File: src/rtl/arp_rx_filter_pkg.sv
// Shared constants, state encoding and byte-level helpers for the ARP receive filter.
// Byte offsets are counted from the first destination-MAC byte of the frame.
package arp_rx_filter_pkg;

  localparam logic [47:0] BRDCAST_DEST_ADDR = 48'hFFFF_FFFF_FFFF;
  localparam logic [15:0] ARP_FRAME_TYPE    = 16'h0806;
  localparam logic [15:0] ETH_HW_TYPE       = 16'h0001;
  localparam logic [15:0] IP_PROT_TYPE      = 16'h0800;
  localparam logic [7:0]  ETH_HW_LEN        = 8'd6;
  localparam logic [7:0]  IP_PROT_LEN       = 8'd4;
  localparam logic [15:0] REQ_ARP_OP        = 16'h0001;
  localparam logic [15:0] RPL_ARP_OP        = 16'h0002;
  localparam int          ARP_MIN_LEN       = 42;

  localparam logic [5:0] IDX_SHA      = 6'd22;
  localparam logic [5:0] IDX_SPA      = 6'd28;
  localparam logic [5:0] IDX_TPA      = 6'd38;
  localparam logic [5:0] LAST_HDR_IDX = 6'(ARP_MIN_LEN - 1);
  localparam logic [5:0] CNT_MAX      = 6'd63;

  typedef enum logic {
    ST_IDLE = 1'b0,
    ST_RX   = 1'b1
  } rx_state_e;

  function automatic int idx_width(input int n);
    return (n > 1) ? $clog2(n) : 1;
  endfunction

  // Byte idx (0 = most significant) of a 48-bit address.
  function automatic logic [7:0] mac_byte(input logic [47:0] mac, input logic [5:0] idx);
    logic [47:0] sh;
    sh = mac << (8 * idx);
    return sh[47:40];
  endfunction

  // Fixed-header bytes 12..21; every other offset is unconstrained here.
  function automatic logic hdr_byte_bad(input logic [5:0] idx, input logic [7:0] b,
                                        input logic accept_reply);
    logic bad;
    bad = 1'b0;
    case (idx)
      6'd12:   bad = (b != ARP_FRAME_TYPE[15:8]);
      6'd13:   bad = (b != ARP_FRAME_TYPE[7:0]);
      6'd14:   bad = (b != ETH_HW_TYPE[15:8]);
      6'd15:   bad = (b != ETH_HW_TYPE[7:0]);
      6'd16:   bad = (b != IP_PROT_TYPE[15:8]);
      6'd17:   bad = (b != IP_PROT_TYPE[7:0]);
      6'd18:   bad = (b != ETH_HW_LEN);
      6'd19:   bad = (b != IP_PROT_LEN);
      6'd20:   bad = (b != REQ_ARP_OP[15:8]);
      6'd21:   bad = !((b == REQ_ARP_OP[7:0]) || (accept_reply && (b == RPL_ARP_OP[7:0])));
      default: bad = 1'b0;
    endcase
    return bad;
  endfunction

endpackage

File: src/rtl/arp_rx_filter_if.sv
// Byte-stream input and decoded-result output of the ARP filter.
// slave = filter side, master = MAC/consumer side.
interface arp_rx_filter_if
  import arp_rx_filter_pkg::*;
#(
  parameter int NUM_IP = 2
) ();
  localparam int IDX_W = idx_width(NUM_IP);

  logic             data_valid;
  logic [7:0]       data_rx;
  logic             data_last;
  logic             arp_valid;
  logic             arp_ready;
  logic             arp_is_reply;
  logic [IDX_W-1:0] arp_ip_idx;
  logic [47:0]      source_mac;
  logic [31:0]      source_ip;

  modport master (
    output data_valid, data_rx, data_last, arp_ready,
    input  arp_valid, arp_is_reply, arp_ip_idx, source_mac, source_ip
  );

  modport slave (
    input  data_valid, data_rx, data_last, arp_ready,
    output arp_valid, arp_is_reply, arp_ip_idx, source_mac, source_ip
  );
endinterface

File: src/rtl/arp_ip_match.sv
// Per-entry target-IP comparators over bytes 38..41 with a lowest-index priority encoder.
// Match outputs reflect the current beat, so the frame can be judged on its last byte.
module arp_ip_match
  import arp_rx_filter_pkg::*;
#(
  parameter int NUM_IP = 2,
  parameter int IDX_W  = 1
) (
  input  logic                clk,
  input  logic                areset_n,
  input  logic [32*NUM_IP-1:0] my_ip_i,
  input  logic                beat_i,
  input  logic                first_i,
  input  logic [5:0]          byte_idx_i,
  input  logic [7:0]          data_i,
  output logic                match_any_o,
  output logic [IDX_W-1:0]    match_idx_o
);
  logic [NUM_IP-1:0] hit_q, hit_d;
  logic [5:0]        rel;
  logic              in_tpa;

  assign rel    = byte_idx_i - IDX_TPA;
  assign in_tpa = beat_i && (byte_idx_i >= IDX_TPA) && (byte_idx_i <= IDX_TPA + 6'd3);

  genvar gi;
  generate
    for (gi = 0; gi < NUM_IP; gi++) begin : g_cmp
      logic [31:0] ip_sh;
      assign ip_sh    = my_ip_i[32*gi +: 32] << (8 * rel[1:0]);
      assign hit_d[gi] = (first_i | hit_q[gi]) & ~(in_tpa & (data_i != ip_sh[31:24]));
    end
  endgenerate

  always_comb begin
    match_idx_o = '0;
    for (int k = NUM_IP - 1; k >= 0; k--) begin
      if (hit_d[k]) match_idx_o = IDX_W'(k);
    end
  end

  assign match_any_o = |hit_d;

  always_ff @(posedge clk or negedge areset_n) begin
    if (!areset_n) hit_q <= '1;
    else           hit_q <= hit_d;
  end
endmodule

File: src/rtl/arp_rx_filter.sv
// Streaming ARP receive filter: validates header bytes on the fly, captures sender fields,
// and hands one decoded result per good frame to a 1-deep valid/ready slot.
module arp_rx_filter
  import arp_rx_filter_pkg::*;
#(
  parameter int NUM_IP       = 2,
  parameter int ACCEPT_REPLY = 1,
  parameter int CNT_W        = 16
) (
  input  logic                 clk,
  input  logic                 areset_n,
  input  logic [47:0]          my_mac,
  input  logic [32*NUM_IP-1:0] my_ip,
  arp_rx_filter_if.slave       bus,
  output logic [CNT_W-1:0]     drop_cnt
);
  localparam int IDX_W = idx_width(NUM_IP);

  rx_state_e        state_q, state_d;
  logic             first_beat, last_beat;
  logic [5:0]       cnt_q, cnt_d;
  logic             err_q, err_d, dest_bc_q, dest_bc_d, dest_me_q, dest_me_d;
  logic             reply_q, reply_d;
  logic [47:0]      sha_q, sha_d;
  logic [31:0]      spa_q, spa_d;
  logic             match_any, frame_good;
  logic [IDX_W-1:0] match_idx;
  logic             valid_q, valid_d, slot_reply_q, slot_reply_d;
  logic [IDX_W-1:0] slot_idx_q, slot_idx_d;
  logic [47:0]      slot_mac_q, slot_mac_d;
  logic [31:0]      slot_ip_q, slot_ip_d;
  logic [CNT_W-1:0] drop_q, drop_d;

  always_ff @(posedge clk or negedge areset_n) begin
    if (!areset_n) state_q <= ST_IDLE;
    else           state_q <= state_d;
  end

  always_comb begin
    state_d = state_q;
    case (state_q)
      ST_IDLE: if (bus.data_valid && !bus.data_last) state_d = ST_RX;
      ST_RX:   if (bus.data_valid && bus.data_last)  state_d = ST_IDLE;
      default: state_d = ST_IDLE;
    endcase
  end

  always_comb begin
    first_beat = bus.data_valid && (state_q == ST_IDLE);
    last_beat  = bus.data_valid && bus.data_last;
  end

  arp_ip_match #(.NUM_IP(NUM_IP), .IDX_W(IDX_W)) u_match (
    .clk         (clk),
    .areset_n    (areset_n),
    .my_ip_i     (my_ip),
    .beat_i      (bus.data_valid),
    .first_i     (first_beat),
    .byte_idx_i  (cnt_q),
    .data_i      (bus.data_rx),
    .match_any_o (match_any),
    .match_idx_o (match_idx)
  );

  // Per-frame flags restart on byte 0 so back-to-back frames need no idle cycle.
  always_comb begin
    cnt_d     = cnt_q;
    err_d     = err_q;
    dest_bc_d = dest_bc_q;
    dest_me_d = dest_me_q;
    reply_d   = reply_q;
    sha_d     = sha_q;
    spa_d     = spa_q;
    if (bus.data_valid) begin
      if (first_beat) begin
        err_d     = 1'b0;
        dest_bc_d = 1'b1;
        dest_me_d = 1'b1;
        reply_d   = 1'b0;
      end
      if (cnt_q < 6'd6) begin
        dest_bc_d = dest_bc_d && (bus.data_rx == mac_byte(BRDCAST_DEST_ADDR, cnt_q));
        dest_me_d = dest_me_d && (bus.data_rx == mac_byte(my_mac, cnt_q));
      end
      err_d = err_d | hdr_byte_bad(cnt_q, bus.data_rx, ACCEPT_REPLY != 0);
      if (cnt_q == 6'd21) reply_d = (bus.data_rx == RPL_ARP_OP[7:0]);
      if ((cnt_q >= IDX_SHA) && (cnt_q < IDX_SPA)) sha_d = {sha_q[39:0], bus.data_rx};
      if ((cnt_q >= IDX_SPA) && (cnt_q < IDX_SPA + 6'd4)) spa_d = {spa_q[23:0], bus.data_rx};
      if (bus.data_last)          cnt_d = '0;
      else if (cnt_q != CNT_MAX)  cnt_d = cnt_q + 6'd1;
    end
  end

  // A reply must be unicast to us; a request may also be broadcast.
  assign frame_good = !err_d && (cnt_q >= LAST_HDR_IDX) && match_any &&
                      (reply_d ? dest_me_d : (dest_bc_d || dest_me_d));

  always_comb begin
    valid_d      = valid_q;
    slot_reply_d = slot_reply_q;
    slot_idx_d   = slot_idx_q;
    slot_mac_d   = slot_mac_q;
    slot_ip_d    = slot_ip_q;
    drop_d       = drop_q;
    if (last_beat && frame_good) begin
      if (!valid_q || bus.arp_ready) begin
        valid_d      = 1'b1;
        slot_reply_d = reply_d;
        slot_idx_d   = match_idx;
        slot_mac_d   = sha_d;
        slot_ip_d    = spa_d;
      end else if (drop_q != '1) begin
        drop_d = drop_q + 1'b1;
      end
    end else if (valid_q && bus.arp_ready) begin
      valid_d = 1'b0;
    end
  end

  always_ff @(posedge clk or negedge areset_n) begin
    if (!areset_n) begin
      cnt_q        <= '0;
      err_q        <= 1'b0;
      dest_bc_q    <= 1'b0;
      dest_me_q    <= 1'b0;
      reply_q      <= 1'b0;
      sha_q        <= '0;
      spa_q        <= '0;
      valid_q      <= 1'b0;
      slot_reply_q <= 1'b0;
      slot_idx_q   <= '0;
      slot_mac_q   <= '0;
      slot_ip_q    <= '0;
      drop_q       <= '0;
    end else begin
      cnt_q        <= cnt_d;
      err_q        <= err_d;
      dest_bc_q    <= dest_bc_d;
      dest_me_q    <= dest_me_d;
      reply_q      <= reply_d;
      sha_q        <= sha_d;
      spa_q        <= spa_d;
      valid_q      <= valid_d;
      slot_reply_q <= slot_reply_d;
      slot_idx_q   <= slot_idx_d;
      slot_mac_q   <= slot_mac_d;
      slot_ip_q    <= slot_ip_d;
      drop_q       <= drop_d;
    end
  end

  assign bus.arp_valid    = valid_q;
  assign bus.arp_is_reply = slot_reply_q;
  assign bus.arp_ip_idx   = slot_idx_q;
  assign bus.source_mac   = slot_mac_q;
  assign bus.source_ip    = slot_ip_q;
  assign drop_cnt         = drop_q;
endmodule
File: src/flat_wrapper.sv
// flat-port wrapper written by rule: the top's interface ports become plain ports
module arp_rx_filter_flat import arp_rx_filter_pkg::*;
#(
  parameter int NUM_IP       = 2,
  parameter int ACCEPT_REPLY = 1,
  parameter int CNT_W        = 16
)
  (clk, areset_n, my_mac, my_ip, drop_cnt, bus_data_valid, bus_data_rx, bus_data_last, bus_arp_ready, bus_arp_valid, bus_arp_is_reply, bus_arp_ip_idx, bus_source_mac, bus_source_ip);
  arp_rx_filter_if #(.NUM_IP(NUM_IP)) bus_i ();
  input  logic clk;
  input  logic areset_n;
  input  logic [47:0] my_mac;
  input  logic [32*NUM_IP-1:0] my_ip;
  output logic [CNT_W-1:0] drop_cnt;
  input wire logic [$bits(bus_i.data_valid)-1:0] bus_data_valid;
  input wire logic [$bits(bus_i.data_rx)-1:0] bus_data_rx;
  input wire logic [$bits(bus_i.data_last)-1:0] bus_data_last;
  input wire logic [$bits(bus_i.arp_ready)-1:0] bus_arp_ready;
  output wire logic [$bits(bus_i.arp_valid)-1:0] bus_arp_valid;
  output wire logic [$bits(bus_i.arp_is_reply)-1:0] bus_arp_is_reply;
  output wire logic [$bits(bus_i.arp_ip_idx)-1:0] bus_arp_ip_idx;
  output wire logic [$bits(bus_i.source_mac)-1:0] bus_source_mac;
  output wire logic [$bits(bus_i.source_ip)-1:0] bus_source_ip;
  assign bus_i.data_valid = bus_data_valid;
  assign bus_i.data_rx = bus_data_rx;
  assign bus_i.data_last = bus_data_last;
  assign bus_i.arp_ready = bus_arp_ready;
  assign bus_arp_valid = bus_i.arp_valid;
  assign bus_arp_is_reply = bus_i.arp_is_reply;
  assign bus_arp_ip_idx = bus_i.arp_ip_idx;
  assign bus_source_mac = bus_i.source_mac;
  assign bus_source_ip = bus_i.source_ip;
  arp_rx_filter #(.NUM_IP(NUM_IP), .ACCEPT_REPLY(ACCEPT_REPLY), .CNT_W(CNT_W)) u_core (.clk(clk), .areset_n(areset_n), .my_mac(my_mac), .my_ip(my_ip), .bus(bus_i), .drop_cnt(drop_cnt));
endmodule
File: config.mk
export PLATFORM = sky130hd
export DESIGN_NAME = arp_rx_filter_flat
export DESIGN_NICKNAME = d
export VERILOG_FILES = /design/src/rtl/arp_rx_filter_pkg.sv /design/src/rtl/arp_rx_filter_if.sv /design/src/rtl/arp_ip_match.sv /design/src/rtl/arp_rx_filter.sv /design/src/flat_wrapper.sv
export SDC_FILE = /design/constraint.sdc
export NUM_CORES = 1
export LEC_CHECK = 0
export ABC_AREA = 1
export CAP_MARGIN = 20
export CORE_ASPECT_RATIO = 2
export CORE_MARGIN = 2
export CORE_UTILIZATION = 51
export CTS_CLUSTER_SIZE = 14
export DETAILED_ROUTE_END_ITERATION = 7
export PLACE_DENSITY = 0.85
export SLEW_MARGIN = 20
export SYNTH_ARGS = -nofsm -noshare
export SYNTH_HDL_FRONTEND = slang
export SYNTH_SLANG_ARGS = --single-unit
File: constraint.sdc
create_clock -name clk -period 3.5 [get_ports clk]
set_clock_uncertainty 0.2 [all_clocks]
set_input_delay 0.7 -clock clk [delete_from_list [all_inputs] [get_ports clk]]
set_output_delay 0.7 -clock clk [all_outputs]
set_load 0.05 [all_outputs]
Word level (Yosys, flattened, before mapping)
Index checks and enable logic that the tools add are counted.
{"block": "word_totals", "ff_bits": 192, "latchBits": 0, "ramBits": 0, "mem_bits_ro": 0, "in_bits": 125, "output_inout_bits": 99, "memories": 0}
{"block": "op_classes", "n_addsub": 3, "multipliers": 0, "n_div": 0, "n_lt_le_gt_ge": 8, "eq_ne": 23, "shifts": 4, "muxes": 31, "n_bitwise": 11, "reduce_logical": 32}
{"cell": "$mux W48", "count": 2}
{"cell": "$mux W32", "count": 2}
{"cell": "$shl A32 B5 Y32", "count": 2}
{"cell": "$shl A48 B9 Y48", "count": 1}
{"cell": "$shl A48 B9 Y48 const A", "count": 1}
{"cell": "$eq A6 B5 Y1 const B", "count": 6}
{"cell": "$eq A6 B4 Y1 const B", "count": 4}
{"cell": "$mux W1", "count": 23}
{"cell": "$add A16 B1 Y16 const B", "count": 1}
{"cell": "$eq A8 B8 Y1", "count": 2}
{"cell": "$ne A16 B16 Y1 const B", "count": 1}
{"cell": "$ne A8 B3 Y1 const B", "count": 2}
{"cell": "$ne A8 B8 Y1", "count": 2}
{"cell": "$logic_and A1 B1 Y1", "count": 14}
{"cell": "$ge A6 B5 Y1 const B", "count": 2}
{"cell": "$ge A6 B6 Y1 const B", "count": 2}
{"cell": "$mux W6", "count": 2}
{"cell": "$eq A8 B1 Y1 const B", "count": 1}
{"cell": "$eq A8 B2 Y1 const B", "count": 1}
{"cell": "$ne A8 B1 Y1 const B", "count": 1}
{"cell": "$ne A8 B4 Y1 const B", "count": 1}
{"cell": "$reduce_bool A8 Y1", "count": 1}
{"cell": "$add A6 B1 Y6 const B", "count": 1}
{"cell": "$le A6 B6 Y1 const B", "count": 1}
{"cell": "18 further kinds", "count": 36}

Logic depth before layout (Yosys ltp)
Gate-level depths: netlist (run 1).
{"block": "depth", "word_depth": 14, "depth_mapped": 23}

Modules after synthesis
From an unflattened synthesis (run 1), not the netlist that was laid out.
{"block": "hier_totals", "hier_cells": 1312, "hier_area_um2": 10047.1}
{"mod": "arp_rx_filter", "instances": 1, "cells_each": 1064, "area_per_inst_um2": 8942.3}
{"mod": "arp_ip_match", "instances": 1, "cells_each": 248, "area_per_inst_um2": 1104.8}

Worst setup path after synthesis (run 1)
Ideal clock, no wire load.
{"block": "synth_path", "path_kind": "reg-to-reg", "startpoint": "register u_core.cnt_q[1]", "endpoint": "register u_core.slot_ip_q[22] (netlist: u_core.bus.source_ip[22])", "setup_ns": 0.119, "arrival_time_ns": 2.456, "required_time_ns": 3.181, "setup_slack_ns": 0.725, "path_stages_with_launch": 20, "path_buffers": 4, "path_cell_list": "dfrtp_1 buf_2 inv_1 buf_2 ha_1 nand3_1 nand3_1 nand3_1 nor2_1 nand2_1 nand2_1 nand2_1 nand2_1 nand2_1 nor2_4 nand3_1 buf_6 buf_2 nand2_1 nand2_1"}
{"block": "synth_between", "elab_chain_cells": 12, "elab_cells_between_ends": 60}
{"item": "from (decl)", "line": "arp_rx_filter.sv:21", "rtl": "logic [5:0] cnt_q, cnt_d;"}
{"item": "from (signal assigned)", "line": "arp_rx_filter.sv:136", "rtl": "cnt_q <= cnt_d;"}
{"item": "$eq A6 B4 Y1 / $eq A6 B5 Y1 (equally long branches)", "line": "arp_rx_filter_pkg.sv:42", "rtl": "case (idx)"}
{"item": "$reduce_or A3 Y1 (no line) / $reduce_or A2 Y1 (equally long branches)"}
{"item": "$pmux W1 S6 (*)", "line": "arp_rx_filter_pkg.sv:42"}
{"item": "$mux W1 (*)", "line": "arp_rx_filter.sv:74", "rtl": "if (bus.data_valid) begin"}
{"item": "$or A1 B1 Y1 (*)", "line": "arp_rx_filter.sv:85", "rtl": "err_d = err_d | hdr_byte_bad(cnt_q, bus.data_rx, ACCEPT_REPLY != 0);"}
{"item": "$mux W1 (*)", "line": "arp_rx_filter.sv:74"}
{"item": "net u_core.err_d", "line": "arp_rx_filter.sv:22", "rtl": "logic err_q, err_d, dest_bc_q, dest_bc_d, dest_me_q, dest_me_d;"}
{"item": "$logic_not A1 Y1 (*)", "line": "arp_rx_filter.sv:95", "rtl": "assign frame_good = !err_d && (cnt_q >= LAST_HDR_IDX) && match_any &&"}
{"item": "$logic_and A1 B1 Y1 (*) (3 in series)", "line": "arp_rx_filter.sv:95"}
{"item": "$logic_and A1 B1 Y1 (*)", "line": "arp_rx_filter.sv:105", "rtl": "if (last_beat && frame_good) begin"}
{"item": "$reduce_and A2 Y1 (no line) (*)"}
{"item": "to (signal assigned)", "line": "arp_rx_filter.sv:147", "rtl": "slot_ip_q <= slot_ip_d;"}
{"item": "to (decl)", "line": "arp_rx_filter.sv:31", "rtl": "logic [31:0] slot_ip_q, slot_ip_d;"}
The timed path passes the listed nets; every way through them passes the cells marked *. The select of a mux whose other input is x is not followed.
A chain may end at the register's enable or synchronous reset.

Worst setup path after layout (run 1)
{"block": "layout_path", "startpoint": "register u_core.cnt_q[4]", "endpoint": "register u_core.slot_mac_q[15] (netlist: u_core.bus.source_mac[15])"}
{"block": "layout_between", "elab_chain_cells": 12, "elab_cells_between_ends": 55}
{"item": "parallel branches: the longest is 12 deep, another holds $shl A48 B9 Y48"}
{"item": "to (signal assigned)", "line": "arp_rx_filter.sv:146", "rtl": "slot_mac_q <= slot_mac_d;"}
{"item": "to (decl)", "line": "arp_rx_filter.sv:30", "rtl": "logic [47:0] slot_mac_q, slot_mac_d;"}
Parallel ways; which one is timed is not known. The select of a mux whose other input is x is not followed.

==> results of run 1 <==
## layout by cell type (no fill, tap or decap), drive strengths merged, types with 8 or more instances in the layout
master	instances
nand2	509
inv	56
nor3	8
nand3	99
clkbuf	18
xor2	9
a21oi	8
o21ai	25
nor2	42
nand4	105
buf	39
mux2	60
dfrtp	190
clkdlybuf4s50	222
## path summary, 6_finish.rpt
check / endpoint / cells after the start / from / slack (ns)
min in group clk: u_core.bus.source_mac[45] / 2 / u_core.bus.source_mac[45] / 0.27
max in group asynchronous: u_core.sha_q[33] / 2 / areset_n / 2.22
max reg2reg: u_core.bus.source_mac[15] / 18 / u_core.cnt_q[4] / 0.30
min reg2reg: u_core.bus.source_mac[45] / 2 / u_core.bus.source_mac[45] / 0.27
min: u_core.spa_q[6] / 1 / areset_n / 0.07
max: u_core.bus.source_mac[15] / 18 / u_core.cnt_q[4] / 0.30
## logic make-up after synthesis
| logic type | after synthesis | share of synthesized area (%) |
|---|---|---|
| AO/OA/AOI/OAI | 39 | 2.17 |
| flip-flops | 192 | 49.1 |
| XOR/XNOR | 14 | 1.25 |
| buffers and inverters | 123 | 5.84 |
| multiplexers | 60 | 6.90 |
| AND/OR/NAND/NOR | 771 | 34.0 |
| adder cells (fa/ha/maj) | 6 | 0.766 |
## worst max-delay path, cell delays in order (launching register included)
cell and delay, ns:
dfrtp_1 0.45, inv_1 0.19, nand2_2 0.12, nor2_2 0.41
nand2_1 0.11, nand2_1 0.08, nand2_1 0.06, nand2_1 0.10
nand2_1 0.05, nand2_1 0.08, nand2_1 0.06, nor2_1 0.10
nand2_1 0.08, nand2_1 0.06, nand2_1 0.09, nand2_4 0.13
buf_6 0.38, nand4_1 0.24, nand2_1 0.12
## flip-flops by register name, summed over array words and instances, names as in the netlist, 2 cells and up, named ones only
| signal | flops |
|---|---|
| u_core.u_match.hit_q | 2 |
| u_core.spa_q | 32 |
| u_core.bus.source_mac | 48 |
| u_core.bus.source_ip | 32 |
| u_core.cnt_q | 6 |
| u_core.sha_q | 48 |
| u_core.drop_cnt | 16 |
## cell type report
type / instances / area, sq um / area share (%)
Inverter: 51 / 191 / 1.47
Timing Repair Buffer: 262 / 2650 / 20.3
Sequential cell: 192 / 4810 / 37.0
Clock buffer: 17 / 425 / 3.27
Clock inverter: 15 / 175 / 1.35
Multi-Input combinational cell: 890 / 4440 / 34.1
Tap cell: 255 / 319 / 2.45
## power by group through the flow
stage | combinational, W | sequential (W) | clock, W
3_5_place_dp | 0.00114 | 0.00238 | 0
3_3_place_gp | 0.00112 | 0.00237 | 0
5_1_grt | 0.00128 | 0.00234 | 0.00204
2_1_floorplan | 0.000735 | 0.00235 | 0
6_report | 0.00115 | 0.00233 | 0.00194
4_1_cts | 0.00114 | 0.00233 | 0.00196
## stage by stage
stage | cell area (sq um) | hold slack (ns)
finish | 13000 | 0.0680
floorplan | 9800 | 0.204
global placement | 12400 | 0.258
CTS | 13000 | 0.125
global route | 13000 | 0.147
detailed placement | 12400 | 0.260
## layer usage
metal  wire (um)  GRT usage, %  part of all wire (%)
met1        9770          30.3                    34
met2       15700          53.9                    55
met3        1540          4.49                   5.4
met4        1470          14.6                   5.1
met5           0             0                     0
## what timing repair did
action                     CTS  global route
setup endpoints to repair    0            38
hold buffers                 0             0
gates resized for setup      0             1
==> results.md, run 1 <==
- Outcome: finished, final reports clean
- Seq cells post-synth: 192
- Post-Route WL: 28,500 um
- Max VDD drop: 0.000342 V
- Critical path type: register to register
- Final HPWL DP: 20,800 um
- Asr flop ratio synth: 100%
- Worst-Margin Slew: 0.743 ns
- Fillers: 1,521
- Input/output buffers: 223
- Synth-to-Final Area Change: 32.7%
- Required @ worst endpoint: 3.67 ns
- Unrepaired setup endpoints after global routing: false
- Unique masters post-synth: 33
- # Post-CTS Setup Buffers: 0
- Io pins: 224
- Final std cells w/o fill: 1,682
- Vias: 9,293
- Yosys top cell area share: 48.5%
- Initial antenna violation count: 0
- Latest clock arrival within the worst-skew pair: 0.44 ns
- Fmax: 0.312 GHz
- Final worst slack: 0.299 ns
- P_leak: 6.60 nW
- Longest Clk Path Bufs: 2
- Residual DRC: 0
- Avg Vias per Cell: 5.52
- Setup TNS Final: 0 ns
- Int Pwr: 0.00372 W
- Clock sinks: 192
- Largest net degree at the start of global routing: 89
- Fin. Hold Viols: 0
- CTS Root Buffer Type: clkbuf_16
- Rel. slew slack: 50.5%
- Final setup viols: 0
- Power Dens Cells: 417 nW/um^2
- Vias in the first global route: 9,068
- Critical Path Fanout Max: 55
- Die Width: 102 um
- Post-DRT Antenna Nets: 0
- Maxcap violations: 0
- Worst-path clk slew: 0.07 ns
- H-Tree Depth: 4
- Die Y: 200 um
- Crit end category: register
- Yosys warnings: 0
- Post-synth EDFFs: 0
- Post-synth top area cell: dfrtp_1
- Top-count cell post-synth: nand2_1
- Mapped Area: 9800 sq um
- Place WS: 0.118 ns
- Sequential Power Share: 43.0%
- Average size of a mapped cell: 8.13 sq um
- Final period utilization: 91.5%
- Total power: 0.00542 W
- CP arrival: 3.38 ns
- NetSw: 0.00170 W
- Post-layout util: 69.0%
- 1st-iter DRT viols: 569
- Top cells by area, synth: dfrtp_1 (49%), nand2_1 (19%), mux2_2 (6.9%)
- Logic gate share of total power: 21.2%
- RePlAce Congestion: 0.975
- GRT Residual Overflow: 0
- Die ar.: 20,400 sq um
- Critical Path Start Type: register
- Total GRT Usage: 28.8%
- Post-synth top flop: dfrtp_1
- TritonCTS Buffers: 17
- Initial Util: 52.0%
- Clock tree from TritonCTS: done
- Cell row count: 71
- Synth Instances: 1,205
- Seq/Total Area, Yosys: 49.1%
- Number of diodes: 0
- # nets final: 1,545
- Most common library cells after synthesis: nand2_1 (507), dfrtp_1 (190), nand4_1 (105)
- First-pass GRT wire length: 45,200 um
- Core area: 18,800 sq um
- 1st-pass router iterations: 6
- Max Slew Vio Count: 0
- Share of layout cells above drive strength 1: 10.4%
- Synth Net Count: 1,336
- Cells after DPL: 1,650
- Sw Share: 31.3%
- Drt wl/cell: 16.9 um
- Hold Crit Class: primary input to asynchronous set/reset pin
- Clock power frac: 35.7%
- Tmin final: 3.20 ns
No activity file was read; power rests on OpenSTA's default activity.
==> inputs of run 2 (changes only) <==
- CORE_ASPECT_RATIO: 2 -> default
==> results.md, run 2 (synthesized netlist as in run 1, its figures left out) <==
- Outcome: finished, final reports clean (unchanged)
- # nets final: 1,542 (was 1,545)
- Hold Crit Class: primary input to asynchronous set/reset pin (unchanged)
- Total GRT Usage: 27.6% (was 28.8%)
- TritonCTS Buffers: 17 (unchanged)
- Max VDD drop: 0.000328 V (was 0.000342 V)
- Post-DRT Antenna Nets: 0 (unchanged)
- Worst-Margin Slew: 0.649 ns (was 0.743 ns)
- Final HPWL DP: 19,800 um (was 20,800 um)
- Initial Util: 52.2% (was 52.0%)
- Critical Path Start Type: register (unchanged)
- Vias in the first global route: 8,900 (was 9,068)
- Flop2flop setup slack: 0.30 ns (about the same)
- H-Tree Depth: 4 (unchanged)
- # Post-CTS Setup Buffers: 0 (unchanged)
- First-pass GRT wire length: 44,300 um (was 45,200 um)
- Crit end category: register (unchanged)
- Critical path type: register to register (unchanged)
- GRT Residual Overflow: 0 (unchanged)
- 1st-pass router iterations: 7 (was 6)
- Required @ worst endpoint: 3.62 ns (was 3.67 ns)
- Die Width: 143 um (was 102 um)
- Final period utilization: 91.3% (was 91.5%)
- Number of diodes: 0 (unchanged)
- CTS Root Buffer Type: clkbuf_16 (unchanged)
- Fmax: 0.313 GHz (was 0.312 GHz)
- Vias: 9,326 (was 9,293)
- Critical Path Fanout Max: 30 (was 55)
- Worst-path clk slew: 0.07 ns (about the same)
- Die ar.: 20,300 sq um (was 20,400 sq um)
- Share of layout cells above drive strength 1: 10.1% (was 10.4%)
- Power Dens Cells: 423 nW/um^2 (was 417 nW/um^2)
- Io pins: 224 (unchanged)
- Latest clock arrival within the worst-skew pair: 0.44 ns (about the same)
- CP cell instances: inv_2, buf_4, nand2_1, nand3_1, nand3_1, nand2_1, nand3_1, nor2_1, nand2_1, nand2_1, nand2_1, nand2_1, nand2_1, nor2_4, buf_12, nand3_1, buf_4, nand2_1, nand2_1 (was inv_1, nand2_2, nor2_2, nand2_1, nand2_1, nand2_1, nand2_1, nand2_1, nand2_1, nand2_1, nor2_1, nand2_1, nand2_1, nand2_1, nand2_4, buf_6, nand4_1, nand2_1)
- Post-cts gate resize count: 0 (unchanged)
- Synth-to-Final Area Change: 32.4% (was 32.7%)
- Most frequent cells in the layout: nand2_1 (505), clkdlybuf4s50_1 (222), dfrtp_1 (190), nand4_1 (105), nand3_1 (98) (unchanged)
- Longest Clk Path Bufs: 2 (unchanged)
- P_leak: 6.60 nW (about the same)
- 1st-iter DRT viols: 829 (was 569)
- Die Y: 143 um (was 200 um)
- Largest net degree at the start of global routing: 78 (was 89)
- Clock tree from TritonCTS: done (unchanged)
- Slowest stage cell, crit path: dfrtp_1 (unchanged)
- Cell row count: 50 (was 71)
- Rel. slew slack: 56.4% (was 50.5%)
- Maxcap violations: 0 (unchanged)
- Crit. Startpoint: u_core.cnt_q[0] (was u_core.cnt_q[4])
- Initial antenna violation count: 0 (unchanged)
- RePlAce Congestion: 0.930 (was 0.975)
- CP arrival: 3.32 ns (was 3.38 ns)
- Residual DRC: 0 (unchanged)
- Most common cell after layout, fill and taps aside: nand2_1 (unchanged)
- Final setup viols: 0 (unchanged)
- Final worst slack: 0.303 ns (was 0.299 ns)
- Avg Vias per Cell: 5.63 (was 5.52)
- Fin. Hold Viols: 0 (unchanged)
- Most used cell, CP: nand2_1 (unchanged)
- Tmin final: 3.20 ns (about the same)
- Max Slew Vio Count: 0 (unchanged)
- Crit-path max cell delay: 0.39 ns (was 0.45 ns)
- Input/output buffers: 223 (unchanged)
- Unrepaired setup endpoints after global routing: false (unchanged)
- Post-Route WL: 27,600 um (was 28,500 um)
- Post-CTS Hold Fix Bufs: 0 (unchanged)
- Clock sinks: 192 (unchanged)
- Place WS: 0.0941 ns (was 0.118 ns)
- RR Startpoint: u_core.cnt_q[0] (was u_core.cnt_q[4])
- Core area: 18,800 sq um (about the same)
- Drt wl/cell: 16.7 um (was 16.9 um)
- Setup TNS Final: 0 ns (unchanged)
==> run 2: changes by cell type in the layout (fill, tap and decap cells not counted), moves of 3 or more <==
cell | before | now
clkinvlp_4 | 3 | 0
inv_8 | 3 | 0
clkinv_8 | 3 | 0
clkbuf_8 | 1 | 5
==> run 2: final cells by class <==
type,count,area [sq um]
flip-flops and latches,192,4810
repair buffers,259,2620
well taps,234,293
fillers,1447,5800
clock inverters,9,131
inverters,51,191
multi-input cells,890,4440
clock buffers,22,484
==> run 2: where the power goes <==
group | internal, W | switching [W] | total, W
sequential | 0.00228 | 0.0000448 | 0.00233
combinational | 0.000426 | 0.000728 | 0.00115
clock | 0.00120 | 0.000812 | 0.00201
total | 0.00390 | 0.00158 | 0.00549
==> run 2: critical path, delay by kind of cell (launching register included) <==
family	cells	cell delay, ns
and+or+nand+nor	15	1.43
buffers and inverters	4	1.05
DFF	1	0.39
==> run 2: worst paths after layout <==
check                                                 end  cells past startpoint
min in group clk                u_core.bus.source_mac[34]                      2
worst min register to register  u_core.bus.source_mac[34]                      2
worst max-delay path                   u_core.drop_cnt[7]                     19
worst max register to register         u_core.drop_cnt[7]                     19
max in group asynchronous                 u_core.cnt_q[2]                      2
worst min-delay path            u_core.bus.source_mac[41]                      1
==> run 2: metal layers <==
metal | global-route usage [%] | vias to the layer above | share of wire [%]
met2 | 46.9 | 431 | 50
li1 | - | 4401 | -
met4 | 10.8 | 0 | 3.3
met1 | 34.2 | 4423 | 40
met5 | 0 | - | 0
met3 | 6.22 | 71 | 7.0
==> run 2: stage by stage <==
step / instances / power [W] / util [%] / instance area (sq um) / hold WS, ns
CTS: 1657 / 0.00551 / 69.1 / 13000 / 0.0953
global placement: 1626 / 0.00350 / 65.8 / 12400 / 0.252
detailed placement: 1626 / 0.00351 / 65.8 / 12400 / 0.258
finish: 1657 / 0.00549 / 69.1 / 13000 / 0.0680
floorplan: 1205 / 0.00309 / - / 9800 / 0.204
global route: 1657 / 0.00575 / 69.1 / 13000 / 0.109
